--- config.mk ---
export PLATFORM = sky130hd
export DESIGN_NAME = mem_arbiter
export DESIGN_NICKNAME = d
export VERILOG_FILES = /design/src/rtl/mem_arbiter.sv
export SDC_FILE = /design/constraint.sdc
export NUM_CORES = 1
export LEC_CHECK = 0
export ABC_AREA = 1
export ABC_CLOCK_PERIOD_IN_PS = 1700
export BUFFER_PORTS_ARGS = -buffer_cell sky130_fd_sc_hd__buf_2
export CAP_MARGIN = 10
export CORE_AREA = 2 2 289 291
export CTS_CLUSTER_SIZE = 12
export DETAILED_ROUTE_END_ITERATION = 10
export DIE_AREA = 0 0 291 293
export HOLD_SLACK_MARGIN = 0.02
export PLACE_DENSITY = 0.41
export SYNTH_ARGS = -nofsm -noshare
export SYNTH_HDL_FRONTEND = slang
export SYNTH_SLANG_ARGS = --single-unit
--- constraint.sdc ---
create_clock -name a_clk_i -period 1.7 [get_ports a_clk_i]
set_input_delay 0.34 -clock a_clk_i [delete_from_list [all_inputs] [get_ports a_clk_i]]
set_output_delay 0.34 -clock a_clk_i [all_outputs]
set_load 0.01 [all_outputs]
--- src/rtl/mem_arbiter.sv ---
// mem_arbiter
// Two-port arbiter sharing the single block-burst main-memory port between
// the instruction cache (read-only) and the data cache (read/write).
// A grant latches the address (and write data), raises one memory strobe
// until the matching done input arrives, and returns the block with a
// one-cycle done pulse. A watchdog aborts transactions that never complete.
//
// Optional feature macro: ARB_ROUND_ROBIN_EN
//   defined   : ties alternate, the port not granted last wins (D first after reset)
//   undefined : fixed priority, the D-cache wins every tie
module mem_arbiter #(
    parameter int ADDR_W  = 27,
    parameter int BLOCK_W = 128,
    parameter int TIMEOUT = 64
) (
    input  logic               a_clk_i,
    input  logic               a_reset_n_i,

    // Instruction cache
    input  logic               i_read_i,
    input  logic [ADDR_W-1:0]  i_addr_i,
    output logic               i_busywait_o,
    output logic [BLOCK_W-1:0] i_read_data_o,
    output logic               i_done_o,

    // Data cache
    input  logic               d_read_i,
    input  logic               d_wr_i,
    input  logic [ADDR_W-1:0]  d_addr_i,
    input  logic [BLOCK_W-1:0] d_wr_data_i,
    output logic               d_busywait_o,
    output logic [BLOCK_W-1:0] d_read_data_o,
    output logic               d_done_o,

    // Main memory
    output logic               mem_read_o,
    output logic               mem_wr_o,
    output logic [ADDR_W-1:0]  mem_addr_o,
    output logic [BLOCK_W-1:0] mem_wr_data_o,
    input  logic [BLOCK_W-1:0] mem_read_data_i,
    input  logic               mem_read_done_i,
    input  logic               mem_write_done_i,

    // Status
    output logic               err_o
);

    // Watchdog counter just wide enough to hold TIMEOUT-1.
    localparam int               CNT_W    = (TIMEOUT > 2) ? $clog2(TIMEOUT) : 1;
    localparam logic [CNT_W-1:0] CNT_LAST = CNT_W'(TIMEOUT - 1);

    if (TIMEOUT < 2) begin : g_bad_timeout
        $error("mem_arbiter: TIMEOUT must be at least 2");
    end

    typedef enum logic [1:0] {
        ST_IDLE   = 2'd0,
        ST_BUSY_I = 2'd1,
        ST_BUSY_D = 2'd2,
        ST_RESP   = 2'd3
    } state_e;

    state_e             state_q;
    logic [CNT_W-1:0]   wd_cnt_q;
    logic [CNT_W-1:0]   wd_cnt_d;
    logic               mem_read_q;
    logic               mem_wr_q;
    logic [ADDR_W-1:0]  mem_addr_q;
    logic [BLOCK_W-1:0] mem_wr_data_q;
    logic [BLOCK_W-1:0] i_read_data_q;
    logic [BLOCK_W-1:0] d_read_data_q;
    logic               i_done_q;
    logic               d_done_q;
    logic               err_q;

`ifdef ARB_ROUND_ROBIN_EN
    // 1 when the D-cache received the most recent grant.
    logic               last_d_q;
`endif

    logic i_req;
    logic d_req;
    logic grant_i;
    logic grant_d;
    logic op_done;
    logic wd_expire;

    assign i_req = i_read_i;
    assign d_req = d_read_i | d_wr_i;

    // Pick a winner among the pending requests (used only in IDLE).
    always_comb begin
        // NOTE: every always_comb output gets a default first so no path leaves it unassigned and infers a latch.
        grant_i = 1'b0;
        grant_d = 1'b0;
        if (i_req && d_req) begin
`ifdef ARB_ROUND_ROBIN_EN
            grant_d = ~last_d_q;
            grant_i =  last_d_q;
`else
            grant_d = 1'b1;
`endif
        end else begin
            grant_i = i_req;
            grant_d = d_req;
        end
    end

    // Decode completion of the operation in flight and the watchdog limit.
    always_comb begin
        op_done   = (mem_read_q & mem_read_done_i) | (mem_wr_q & mem_write_done_i);
        wd_expire = (wd_cnt_q == CNT_LAST);
        wd_cnt_d  = wd_cnt_q + CNT_W'(1);
    end

    // Arbiter FSM with all memory-side and cache-side outputs registered.
    always_ff @(posedge a_clk_i or negedge a_reset_n_i) begin
        if (!a_reset_n_i) begin
            // NOTE: the wide data registers are reset too, because every output must read zero out of reset.
            state_q       <= ST_IDLE;
            wd_cnt_q      <= '0;
            mem_read_q    <= 1'b0;
            mem_wr_q      <= 1'b0;
            mem_addr_q    <= '0;
            mem_wr_data_q <= '0;
            i_read_data_q <= '0;
            d_read_data_q <= '0;
            i_done_q      <= 1'b0;
            d_done_q      <= 1'b0;
            err_q         <= 1'b0;
`ifdef ARB_ROUND_ROBIN_EN
            last_d_q      <= 1'b0;
`endif
        end else begin
            // NOTE: state uses non-blocking assignments so every register samples pre-edge values.
            i_done_q <= 1'b0;
            d_done_q <= 1'b0;

            unique case (state_q)
                ST_IDLE: begin
                    if (grant_d) begin
                        state_q    <= ST_BUSY_D;
                        wd_cnt_q   <= '0;
                        mem_addr_q <= d_addr_i;
                        // A write-back takes precedence over a simultaneous read.
                        if (d_wr_i) begin
                            mem_wr_q      <= 1'b1;
                            mem_wr_data_q <= d_wr_data_i;
                        end else begin
                            mem_read_q    <= 1'b1;
                        end
`ifdef ARB_ROUND_ROBIN_EN
                        last_d_q   <= 1'b1;
`endif
                    end else if (grant_i) begin
                        state_q    <= ST_BUSY_I;
                        wd_cnt_q   <= '0;
                        mem_addr_q <= i_addr_i;
                        mem_read_q <= 1'b1;
`ifdef ARB_ROUND_ROBIN_EN
                        last_d_q   <= 1'b0;
`endif
                    end
                end

                ST_BUSY_I, ST_BUSY_D: begin
                    if (op_done || wd_expire) begin
                        // Drop the strobe on this edge so the memory never
                        // sees it high again when it returns to idle.
                        mem_read_q <= 1'b0;
                        mem_wr_q   <= 1'b0;
                        state_q    <= ST_RESP;
                        if (state_q == ST_BUSY_I) begin
                            i_done_q <= 1'b1;
                        end else begin
                            d_done_q <= 1'b1;
                        end

                        if (op_done) begin
                            // Only a read returns a block; writes leave it alone.
                            if (mem_read_q) begin
                                if (state_q == ST_BUSY_I) begin
                                    i_read_data_q <= mem_read_data_i;
                                end else begin
                                    d_read_data_q <= mem_read_data_i;
                                end
                            end
                        end else begin
                            // Abort: hand back a zero block and flag it.
                            err_q <= 1'b1;
                            if (state_q == ST_BUSY_I) begin
                                i_read_data_q <= '0;
                            end else begin
                                d_read_data_q <= '0;
                            end
                        end
                    end else begin
                        wd_cnt_q <= wd_cnt_d;
                    end
                end

                ST_RESP: begin
                    // Requests are not looked at here; a request still high
                    // next cycle is treated as a new one.
                    state_q <= ST_IDLE;
                end

                default: begin
                    state_q <= ST_IDLE;
                end
            endcase
        end
    end

    assign mem_read_o    = mem_read_q;
    assign mem_wr_o      = mem_wr_q;
    assign mem_addr_o    = mem_addr_q;
    assign mem_wr_data_o = mem_wr_data_q;
    assign i_read_data_o = i_read_data_q;
    assign d_read_data_o = d_read_data_q;
    assign i_done_o      = i_done_q;
    assign d_done_o      = d_done_q;
    assign err_o         = err_q;

    // Stall a cache while its request is up, except in its done cycle.
    assign i_busywait_o  = i_req & ~i_done_q;
    assign d_busywait_o  = d_req & ~d_done_q;

endmodule

* After elaboration in Yosys (flattened, before gate mapping)
Cells that the tools add are included.
** Cells by class
- Bitwise logic cells :: 10
- Equal/unequal tests :: 11
- Mux-type cells :: 34
- $add $sub $neg :: 1
- Reduce and logical (&&, ||, !) cells :: 15
** Operators with widths (number)
- $mux W128 :: 8
- $mux W27 :: 2
- $mux W6 :: 3
- $reduce_and A4 Y1 :: 4
- $mux W1 :: 14
- $pmux W6 S2 :: 1
- $ne A2 B2 Y1 const B :: 5
- $reduce_and A3 Y1 :: 3
- $add A6 B1 Y6 const B :: 1
- $eq A6 B6 Y1 const B :: 1
- $mux W2 :: 3
- $ne A3 B3 Y1 const B :: 2
- $pmux W2 S3 :: 1
- $and A1 B1 Y1 :: 4
- $eq A2 B2 Y1 const B :: 2
- $not A1 Y1 :: 4
- $pmux W1 S2 :: 2
- $reduce_and A2 Y1 :: 2
- $reduce_bool A2 Y1 :: 2
- $eq A2 B1 Y1 const B :: 1
- $logic_not A2 Y1 :: 1
- $or A1 B1 Y1 :: 2
- $reduce_or A2 Y1 :: 1
- $logic_and A1 B1 Y1 :: 1
- $logic_or A1 B1 Y1 :: 1
** Word-level totals
- Output and inout bits :: 418
- Register bits :: 424
- Input bits :: 317
- Word-level logic and storage cells :: 82

* Logic depth before layout (Yosys ltp)
- Depth after elaboration :: 6
- Depth in mapped cells :: 10

* Least setup slack after synthesis
OpenSTA, ideal clock, no wires.
- Kind :: reg2reg
- From :: reg state_q[0]
- To :: reg d_read_data_q[100] (netlist: d_read_data_o[100])
- Data required time :: 1.583 ns
- Setup slack :: -0.046 ns
- Stages on the path, launching flop included :: 11
- Arrival :: 1.629 ns
- Cells stage by stage :: dfrtp_1 -> inv_1 -> ha_1 -> clkbuf_1 -> inv_2 -> nor2_4 -> nand2_1 -> buf_4 -> buf_6 -> nand2_1 -> nand2_1
** Between the ends
- Cells in the longest elaborated chain, start to end :: 3
- Elaborated cells on any way between the ends :: 5
** RTL lines
- start, declared :: RTL line 63 : state_e state_q;
- start signal, assigned :: RTL line 120 : state_q <= ST_IDLE;
- start signal, assigned :: RTL line 142 : state_q <= ST_BUSY_D;
- start signal, assigned :: RTL line 156 : state_q <= ST_BUSY_I;
- $eq A2 B1 Y1 or $eq A2 B2 Y1 (tied branches) :: RTL line 139, 182, 191
- $reduce_or A2 Y1 or $not A1 Y1 (tied branches)
- $reduce_and A4 Y1 (no source line) *
- end signal, assigned :: RTL line 185 : d_read_data_q <= mem_read_data_i;
- end, declared :: RTL line 71 : logic [BLOCK_W-1:0] d_read_data_q;
Every way passes the cells marked *; elsewhere a longest branch is shown, timed or not.
A chain may end at the register's enable or synchronous reset.

* Final worst setup path
- From :: reg wd_cnt_q[1]
- To :: reg d_read_data_q[3] (netlist: d_read_data_o[3])
** Between the ends
- Cells in the longest elaborated chain, start to end :: 3
** RTL lines
- start, declared :: RTL line 64 : logic [CNT_W-1:0] wd_cnt_q;
- start signal, assigned :: RTL line 198 : wd_cnt_q <= wd_cnt_d;
- $eq A6 B6 Y1 :: RTL line 112 : wd_expire = (wd_cnt_q == CNT_LAST);
- $logic_or A1 B1 Y1 :: RTL line 167 : if (op_done || wd_expire) begin
- $reduce_and A4 Y1 (no source line)
No other way between the ends.

==> results list <==
* Unrepaired setup endpoints after global routing: true
- Total Die Area: 0.0853 sq mm
- Summing all placed instances gives a cell area of 0.0228 sq mm.
- Global routing finished with a remaining overflow of 0.
- Routability congestion estimate: 0.855
- The later pin in the worst-skew pair is clocked with a latency of 0.60 ns.
- Synth area leaders: sky130_fd_sc_hd__dfrtp_1 61%, sky130_fd_sc_hd__nand2_1 21%, sky130_fd_sc_hd__nand3b_1 5.6%, sky130_fd_sc_hd__o21ai_1 3.1%, sky130_fd_sc_hd__buf_2 1.8%
* Share of total power in the clock network: 0.227
* Distinct cells, synth: 28
* Post-synthesis instance area: 0.0173 sq mm
* GRT Util Overall: 0.159
- Adder-cell share of the synthesized area: 0.00362
- Crit path launch: wd_cnt_q[1]$_DFFE_PN0P_
- CTS built an H-tree with a depth of 2.
- The compound-gate portion of the synthesized area came to 0.0570.
- Required time at the endpoint of the critical path: 2.17 ns
* Cells along the critical path: ha_4 > nand3_4 > nor2_4 > nor2_2 > nor2_4 > buf_12 > nand2_8 > clkbuf_16 > nand2_1 > nand2_1
- For this run, the top clock speed supported by timing is 571 MHz.
- Measured on the finished design, the core utilization comes to 0.344.
- Of the total synthesized cell area, the portion taken by XOR and XNOR cells is 0.000507.
- Number of failing setup endpoints in the final timing report: 123
- Number of global-route vias before repair: 17825
- Post-synthesis mux area share: 0
- Leak Pwr: 15.0 nW
- Run status: finished, violations left
- Internal: 29.7 mW
* CTS tree: built
- Dividing the final minimum period by the clock period gives 1.03.
* DIE HEIGHT: 293 um
* Post-placement worst setup slack: -0.100 ns
* Mapped Avg Cell Area: 9.01 sq um
* Syn nets: 2238
- In the synthesized netlist, the number of instances is 1916.
- Of the cells placed in the final design, the portion with a size suffix greater than 1 is 0.331.
* Post-DP HPWL: 50300 um
- The area growth from synthesis to layout is 63.3%.
- Proportion of power drawn by combinational gates: 0.448
* Starting DRT DRC Count: 872
* Pin count of the biggest net entering global routing: 77
* Standard-cell rows: 105
- Power spread over the standard cell area amounts to 1740 mW/mm^2.
- Detailed-routing iteration count for the pre-antenna-repair pass: 5
* Total wire length: 74100 um
- Once routing completed, OpenROAD measured the worst setup slack at -0.0504 ns.
* Leading cell type in the layout, fill and taps excluded: sky130_fd_sc_hd__nand2_1
* Post-layout total power: 49.1 mW
* Routed WL per cell: 18.1 um
* Endpoint kind of the worst setup timing path: flop
* Leading area contributor after synthesis: sky130_fd_sc_hd__dfrtp_1
- Residual DRC count: 0
* Violations in the final reports: negative setup slack
- Total via count after detailed routing: 17155
- The share of the Yosys chip area taken by registers is 0.615.
- Post-layout net count: 3293
- The worst setup path is launched from a flop.
- Commonest non-fill, non-tap cells in the layout: 954 x sky130_fd_sc_hd__nand2_1, 733 x sky130_fd_sc_hd__buf_2, 424 x sky130_fd_sc_hd__dfrtp_1
- Simple-gate share of the synthesized area: 0.282
* Hold path start: d_wr_data_i[30]
- Count of input and output buffers: 734
- Fraction of synthesized cell area taken by the top area cell type: 0.615
- The worst pin sits at a relative slew slack of 0.672.
- Endpoints failing hold: 0
- Hold Crit Class: in2reg
* Stage delay of the slowest cell on the critical path: 0.39 ns
- Counting the fill cells in the layout gives 8583.
- Horizontal extent of the die: 291 um
- Worst-Margin Slew: 0.491 ns
- For this design, the slowest cell found on the critical path is sky130_fd_sc_hd__dfrtp_1.
* Combinational family with the most area after synthesis: simple AND/OR/NAND/NOR gates
- IO Pins: 735
- The worst register-to-register path begins at wd_cnt_q[1]$_DFFE_PN0P_.
- The clock drives 424 sinks.
* Antenna violations before repair: 2
* Root Buffer Master: sky130_fd_sc_hd__clkbuf_16
- Clock slew at reported path FFs: 0.06 ns
- Wire length of the first global-routing pass: 107000 um
- Max clock buf depth: 3
- Post-synthesis register bit count: 424
* Maximum net fanout on the critical path: 10
- After floorplanning, the core was sized to cover 0.0818 sq mm.
- Switching power: 19.4 mW
* Antenna Violating Nets Remaining: 0
- Arrival @ worst endpoint: 2.22 ns
- Across all hold checks on the routed design, the worst slack comes to 0.0459 ns.
* Final max-slew violation count: 0
- Using the TritonRoute via totals, the vias-per-cell ratio works out to 4.20.
* Number of warnings reported in the yosys synthesis log: 0
* Starting utilization of the core area: 0.211
* Sw Ratio: 0.395
* Worst ir drop on vdd: 0.000775 V
- The critical path is of the reg2reg type.
- Final worst clock skew: 0.0251 ns
* # Max-Cap Violations: 0
- The finished cells cover 0.0282 sq mm.
* Clock buffer count from CTS: 51
- Of the total power, registers draw 0.325.
* Post-layout minimum cycle time: 1.75 ns
## synth_stat cells
library cell                 n
sky130_fd_sc_hd__clkbuf_2    2
sky130_fd_sc_hd__ha_1        5
sky130_fd_sc_hd__buf_4       4
sky130_fd_sc_hd__nor3b_1     2
sky130_fd_sc_hd__a31oi_1    27
sky130_fd_sc_hd__nand3_1     4
sky130_fd_sc_hd__a31o_2      1
sky130_fd_sc_hd__clkbuf_1   42
sky130_fd_sc_hd__nand3b_2    1
sky130_fd_sc_hd__inv_1      13
sky130_fd_sc_hd__a21boi_2    1
sky130_fd_sc_hd__nand4_1     2
sky130_fd_sc_hd__nor2_2      1
sky130_fd_sc_hd__o21ai_1   106
sky130_fd_sc_hd__buf_6      13
sky130_fd_sc_hd__buf_1       5
sky130_fd_sc_hd__nand2_2     1
sky130_fd_sc_hd__dfrtp_1   424
sky130_fd_sc_hd__xor2_1      1
sky130_fd_sc_hd__o21ai_0    52
sky130_fd_sc_hd__a21oi_1     1
sky130_fd_sc_hd__nor2_1     43
sky130_fd_sc_hd__buf_2      61
sky130_fd_sc_hd__nand3_2     1
sky130_fd_sc_hd__nand2_1   972
sky130_fd_sc_hd__nor2_4      2
sky130_fd_sc_hd__nand3b_1  128
sky130_fd_sc_hd__inv_2       1
## path summary, 6_finish.rpt
path	cells after the start	to	slack, ns
worst min register to register	2	d_read_data_o[41]$_DFFE_PN0P_	0.47
worst min-delay path	3	mem_wr_data_o[30]$_DFFE_PN0P_	0.05
worst max-delay path	10	d_read_data_o[3]$_DFFE_PN0P_	-0.05
min in group asynchronous	2	d_read_data_o[105]$_DFFE_PN0P_	0.21
max in group asynchronous	3	mem_wr_data_o[68]$_DFFE_PN0P_	0.72
worst max register to register	10	d_read_data_o[3]$_DFFE_PN0P_	-0.05
## cells by family after synthesis
| logic type | after synthesis |
|---|---|
| and+or+nand+nor | 1157 |
| DFF | 424 |
| AOI/OAI and AO/OA | 188 |
| buffers and inverters | 141 |
| adders and majority gates | 5 |
| xor gates and xnor gates | 1 |
## critical path, delay by kind of cell, from the launching register on
kind | cells | cell delay [ns]
buffers and inverters | 2 | 0.39
adders and majority gates | 1 | 0.17
and+or+nand+nor | 7 | 0.66
DFF | 1 | 0.39
## per-stage QoR
step	std cells	TNS [ns]
2_1_floorplan	1916	0
3_3_place_gp	3690	-1.79
3_5_place_dp	3690	-9.53
4_1_cts	4050	-2.60
5_1_grt	4086	-24.03
6_report	4086	-2.35
## state kept, by name (all words and copies together), names as in the netlist
signal,count
d_read_data_o,128
i_read_data_o,128
mem_wr_data_o,128
mem_addr_o,27
wd_cnt_q,6
state_q,2
d_done_o,1
err_o,1
i_done_o,1
mem_read_o,1
mem_wr_o,1
## final cells by class
type,count,area [sq um],share of cell area
diodes,2,5.00,0.000178
well taps,1070,1340,0.0475
flip-flops and latches,424,10600,0.376
inverters,14,55.1,0.00195
multi-input cells,1354,6180,0.219
repair buffers,1126,8300,0.294
clock buffers,77,1480,0.0526
clock inverters,19,214,0.00759
## power by group through the flow
| stage | sequential, mW | combinational [mW] | clock (mW) |
|---|---|---|---|
| final | 15.9 | 22.0 | 11.2 |
| after global routing | 16.4 | 24.1 | 11.9 |
| after CTS | 15.9 | 19.8 | 11.5 |
| after detailed placement | 16.0 | 18.3 | 0 |
| after global placement | 16.0 | 18.2 | 0 |
| after floorplan | 17.5 | 7.75 | 0 |
## repair_timing
action | CTS | global route
endpoints found under the setup margin | 239 | 282
setup buffers | 7 | 4
gates resized for setup | 24 | 59
hold endpoints to repair | 468 | 0
gates cloned | 5 | 31
pin swaps | 3 | 8
hold buffers | 252 | 0
## per-layer routing
layer | up-vias | track usage | share of wire
met5 | - | 0 | 0
met4 | 0 | 0.0464 | 0.027
met3 | 114 | 0.0371 | 0.059
met2 | 575 | 0.288 | 0.51
met1 | 8240 | 0.187 | 0.41
li1 | 8226 | - | -
Note: power is estimated with default switching activity, not from simulation.
